<file path="config.mk">
export PLATFORM = sky130hd
export DESIGN_NAME = jt51_kon_req
export DESIGN_NICKNAME = d
export VERILOG_FILES = /design/src/rtl/jt51_kon_req.sv
export SDC_FILE = /design/constraint.sdc
export NUM_CORES = 1
export LEC_CHECK = 0
export ABC_CLOCK_PERIOD_IN_PS = 2680
export BUFFER_PORTS_ARGS = -buffer_cell sky130_fd_sc_hd__buf_4
export CAP_MARGIN = 15
export CORE_ASPECT_RATIO = 1.1
export CORE_MARGIN = 8
export CORE_UTILIZATION = 25
export DETAILED_ROUTE_END_ITERATION = 12
export GPL_TIMING_DRIVEN = 0
export PLACE_DENSITY = 0.4
export SYNTH_ARGS = -nofsm -noshare
export SYNTH_HDL_FRONTEND = slang
export SYNTH_SLANG_ARGS = --single-unit
</file>
<file path="constraint.sdc">
create_clock -name clk -period 2.68 [get_ports clk]
set_clock_uncertainty 0.1 [all_clocks]
set_input_delay 0.536 -clock clk [delete_from_list [all_inputs] [get_ports clk]]
set_output_delay 0.536 -clock clk [all_outputs]
set_load 0.05 [all_outputs]
</file>
<file path="src/rtl/jt51_kon_req.sv">
// Key-on request queue: captures CPU writes to the key-on register and
// replays each one as a frame-aligned, one-rotation keyon window.
module jt51_kon_req #(
  parameter int         DEPTH    = 4,
  parameter logic [7:0] KON_ADDR = 8'h08,
  parameter int         FRAME    = 32
) (
  input  logic       clk,
  input  logic       rst_n,
  input  logic       cpu_we,
  input  logic [7:0] cpu_addr,
  input  logic [7:0] cpu_din,
  input  logic [1:0] cur_op,
  input  logic [2:0] cur_ch,
  output logic [3:0] keyon_op,
  output logic [2:0] keyon_ch,
  output logic       up_keyon,
  output logic       busy,
  output logic       full,
  output logic [7:0] drop_cnt
);

  localparam int AW = $clog2(DEPTH);
  localparam int SW = $clog2(FRAME);

  typedef enum logic [1:0] {IDLE, ALIGN, APPLY} state_t;

  state_t        state, state_nxt;
  logic [6:0]    mem [DEPTH];
  logic [AW:0]   wr_ptr, rd_ptr;
  logic [SW-1:0] slot;
  logic          empty, frame_start, slot_last, kon_wr;
  logic          pop, push, drop, up_clr;
  logic          unused_din;

  // Bit 7 of the key-on data carries no meaning here.
  assign unused_din  = cpu_din[7];

  // Extra pointer bit separates the full case from the empty case.
  assign empty       = (wr_ptr == rd_ptr);
  assign full        = (wr_ptr[AW] != rd_ptr[AW]) &&
                       (wr_ptr[AW-1:0] == rd_ptr[AW-1:0]);
  assign busy        = !empty || (state != IDLE);
  assign frame_start = (cur_op == 2'd0) && (cur_ch == 3'd0);
  assign slot_last   = (slot == SW'(FRAME - 1));
  assign kon_wr      = cpu_we && (cpu_addr == KON_ADDR);
  // A pop on the same edge frees a slot, so a write into a full queue survives.
  assign push        = kon_wr && (!full || pop);
  assign drop        = kon_wr && full && !pop;

  // State register.
  always_ff @(posedge clk or negedge rst_n) begin
    if (!rst_n) state <= IDLE;
    else        state <= state_nxt;
  end

  // Next-state decision.
  always_comb begin
    state_nxt = state;
    case (state)
      IDLE:    if (!empty) state_nxt = ALIGN;
      ALIGN:   if (frame_start && !empty) state_nxt = APPLY;
      APPLY:   if (slot_last && empty) state_nxt = IDLE;
      default: state_nxt = IDLE;
    endcase
  end

  // FSM outputs: when to pop the queue and when the window closes.
  always_comb begin
    pop    = 1'b0;
    up_clr = 1'b0;
    case (state)
      ALIGN: pop = frame_start && !empty;
      APPLY: begin
        if (slot_last) begin
          if (!empty) pop    = 1'b1;
          else        up_clr = 1'b1;
        end
      end
      default: ;
    endcase
  end

  // Queue storage; stale contents are harmless once the pointers reset.
  always_ff @(posedge clk) begin
    if (push) mem[wr_ptr[AW-1:0]] <= {cpu_din[6:3], cpu_din[2:0]};
  end

  // Queue pointers.
  always_ff @(posedge clk or negedge rst_n) begin
    if (!rst_n) begin
      wr_ptr <= '0;
      rd_ptr <= '0;
    end else begin
      if (push) wr_ptr <= wr_ptr + 1'b1;
      if (pop)  rd_ptr <= rd_ptr + 1'b1;
    end
  end

  // Slot counter restarts on every pop so back-to-back windows stay aligned.
  always_ff @(posedge clk or negedge rst_n) begin
    if (!rst_n)              slot <= '0;
    else if (pop)            slot <= '0;
    else if (state == APPLY) slot <= slot + 1'b1;
  end

  // Request outputs load on pop and hold their value after the window closes.
  always_ff @(posedge clk or negedge rst_n) begin
    if (!rst_n) begin
      keyon_op <= '0;
      keyon_ch <= '0;
      up_keyon <= 1'b0;
    end else begin
      if (pop) begin
        keyon_op <= mem[rd_ptr[AW-1:0]][6:3];
        keyon_ch <= mem[rd_ptr[AW-1:0]][2:0];
        up_keyon <= 1'b1;
      end else if (up_clr) begin
        up_keyon <= 1'b0;
      end
    end
  end

  // Saturating count of writes lost to a full queue.
  always_ff @(posedge clk or negedge rst_n) begin
    if (!rst_n)                         drop_cnt <= '0;
    else if (drop && drop_cnt != 8'hFF) drop_cnt <= drop_cnt + 8'd1;
  end

endmodule

</file>
==> impl_metrics.toml <==
[layout]
final_cell_mix = "buf_4, dfrtp_1, edfxtp_1"
antennaDiodeCount = 0
fin_area_sq_um = 3190
drive_above_1_share = 0.373
synthToLayoutAreaGrowth_pct = 27.2
layout.nets = 251
final_common_cell = "buf_4"

[power]
pwr-share-clk = 0.332
p_sw_frac = 0.313
intPower_mw = 1.90
switchingPower_mw = 0.864
peakVddDrop_uv = 545
power.total_mw = 2.77
seqPwrFrac = 0.401
p_leak_nw = 1.33
p_comb_frac = 0.267
power.density_nw_per_um2 = 866

[global_route]
gr-total-overflow = 0
grt_pass1_wl_um = 8580
grt_use_total = 0.0841
antenna_found_initial = 0
grt_max_degree = 30
grt_pass1_vias = 1611

[floorplan]
dieArea_sq_um = 13500
die_w_um = 112
io_pins = 42
rows = 38
die_h_um = 121
initial_core_util = 0.255
core-area_sq_um = 9840

[worst_setup_path]
worstSetupStartpoint = "state[0]$_DFFE_PN0P_"
critical_path.max_stage_delay_ns = 0.40
r2r_setup_slack_ns = 0.27
required_ns = 2.59
critPathBufInv = 2
crit_chain = "inv_1 -> ha_1 -> clkbuf_1 -> nand3_1 -> o41a_1 -> a21oi_2 -> and2_2"
r2r-start = "state[0]$_DFFE_PN0P_"
slowest_stage = "dfrtp_1"
critPathCaptureType = "flop"
r2r-end = "mem[3][2]$_DFFE_PP_"
cp_max_fo = 9
cp_top_family = "simple AND/OR/NAND/NOR gates"
worst_setup_path_start_kind = "flop"
worst-path-stages = 7
crit_arrival_ns = 2.32
worst-r2r-cell-count = 7
worstSetupPathType = "flop to flop"
setup.worst_path.end = "mem[3][2]$_DFFE_PP_"

[routing]
wl_um = 5210
detail-route-antenna-nets = 0
drc = 0
wl_per_cell_um = 15.3
firstDrtPassIters = 3
drtIter0Drc = 45
vias_per_cell = 4.28
num_vias = 1456

[yosys]
yosysWarnings = 0
synth_area_sq_um = 2510
syn_inst = 164
syn_nets = 200
ys_seq_area_frac = 0.624
synth.area.top_cells = "edfxtp_1, dfrtp_1, mux4_2"
synth_top_cell_by_area = "edfxtp_1"
synth-seq-cells = 57
synth_cell_types = 34
avgSynthCellArea_sq_um = 15.3
synth_top_cell_area_share = 0.335

[clock_tree]
htreeDepth = 3
worstSkewPairLatency_ns = 0.33
tritoncts = "built"
cts.sinks = 57
max-clock-path-buffers = 2
post_cts_buffers = 0
cts.clk_slew.worst_paths_ns = 0.07
cts_buffers = 9
root_buffer = "clkbuf_8"

[timing]
fin_setup_tns_ns = 0
worst_pin_slew_ns = 0.437
drv_slew = 0
setup_viol = 0
hold_slack_ns = 0.0298
hold_violations = 0
period_minus_slack_ns = 2.41
fmax_mhz = 415
rsz0062_at_grt = "no"
period_share = 0.900
slew_headroom = 0.708

[place]
gp_congestion = 0.703
place_area_sq_um = 2960
portBuffers = 40
hpwlAfterDp_um = 3550

[job]
drv_cap = 0

[status]
outcome = "finished clean"

[hold_path]
min_path_type = "input pin to async pin"
==> synth_stat cells (all sizes together) <==
cell type and count:
o41a 1, or3 1, or4b 1, and4bb 1, and3 5, nand2 9
nand3 4, nor4b 1, nor4 1, clkbuf 1, nand4b 1, o21ai 3
a21oi 1, nor3 1, mux2 10, nand2b 1, nand4 6, ha 12
nor2 6, mux4 7, buf 5, nor2b 1, xnor2 12, inv 4
mux2i 2, dfrtp 29, xor2 5, and3b 1, edfxtp 28, and2 4
==> final cells by class <==
| type | instances | area [sq um] |
|---|---|---|
| repair buffers | 40 | 300 |
| clock buffers | 10 | 138 |
| clock inverters | 6 | 90.1 |
| well taps | 120 | 150 |
| inverters | 4 | 15.0 |
| flip-flops and latches | 57 | 1570 |
| multi-input cells | 97 | 887 |
| plain buffers | 6 | 46.3 |
| fillers | 988 | 6650 |
==> worst min path at each step <==
stage | from | end | slack, ns | cells after the start
after global placement | wr_ptr[2]$_DFFE_PN0P_ | wr_ptr[2]$_DFFE_PN0P_ | 0.38 | 1
after CTS | rst_n | slot[3]$_DFFE_PN0P_ | 0.03 | 1
after global routing | rst_n | slot[3]$_DFFE_PN0P_ | 0.03 | 1
final | rst_n | slot[2]$_DFFE_PN0P_ | 0.03 | 1
after floorplan | rst_n | drop_cnt[0]$_DFFE_PN0P_ | 0.14 | 0
after detailed placement | wr_ptr[2]$_DFFE_PN0P_ | wr_ptr[2]$_DFFE_PN0P_ | 0.38 | 1
==> registers in the layout, summed over array words and instances (netlist names) <==
register	count
wr_ptr	3
up_keyon	1
slot	5
keyon_op	4
keyon_ch	3
mem	28
state	2
drop_cnt	8
rd_ptr	3
==> metal layers <==
| layer | up-vias | GRT usage | part of all wire |
|---|---|---|---|
| met5 | - | 0 | 0 |
| met4 | 0 | 0.0513 | 0.016 |
| met3 | 7 | 0.0264 | 0.037 |
| met2 | 31 | 0.131 | 0.47 |
| met1 | 711 | 0.101 | 0.48 |
| li1 | 707 | - | - |
==> kinds of logic (layout without fill, tap and decap cells) <==
family                     Yosys count  count (layout)  share of synthesized area
buffers and inverters               10              66                     0.0244
adders and majority gates           12              12                     0.0598
xor gates and xnor gates            17              17                     0.0593
AOI/OAI and AO/OA                    5               5                     0.0140
and+or+nand+nor                     44              44                      0.101
muxes                               19              19                      0.117
DFF                                 57              57                      0.624
==> through the flow <==
stage	setup WS, ns	std cells	utilization
2_1_floorplan	0.391	164	-
3_3_place_gp	-0.0646	324	0.301
3_5_place_dp	-0.0676	324	0.301
4_1_cts	0.0352	340	0.324
5_1_grt	0.0715	340	0.324
6_report	0.269	340	0.324
==> repair_timing <==
item,in CTS,in global routing
hold buffers,0,0
resized for setup,0,4
setup endpoints to repair,0,29
==> power groups by stage <==
stage               registers (mW)  logic, mW  clock network (mW)
detailed placement            1.13      0.754                   0
CTS                           1.11      0.757               0.951
floorplan                     1.28      0.375                   0
global route                  1.13      0.817               0.992
global placement              1.13      0.745                   0
finish                        1.11      0.738               0.918
==> worst reg2reg max path: stages (launching register included) <==
cell      delay (ns)
dfrtp_1         0.40
inv_1           0.11
ha_1            0.15
clkbuf_1        0.35
nand3_1         0.13
o41a_1          0.17
a21oi_2         0.30
and2_2          0.36
Note: power is estimated with default switching activity, not from simulation.
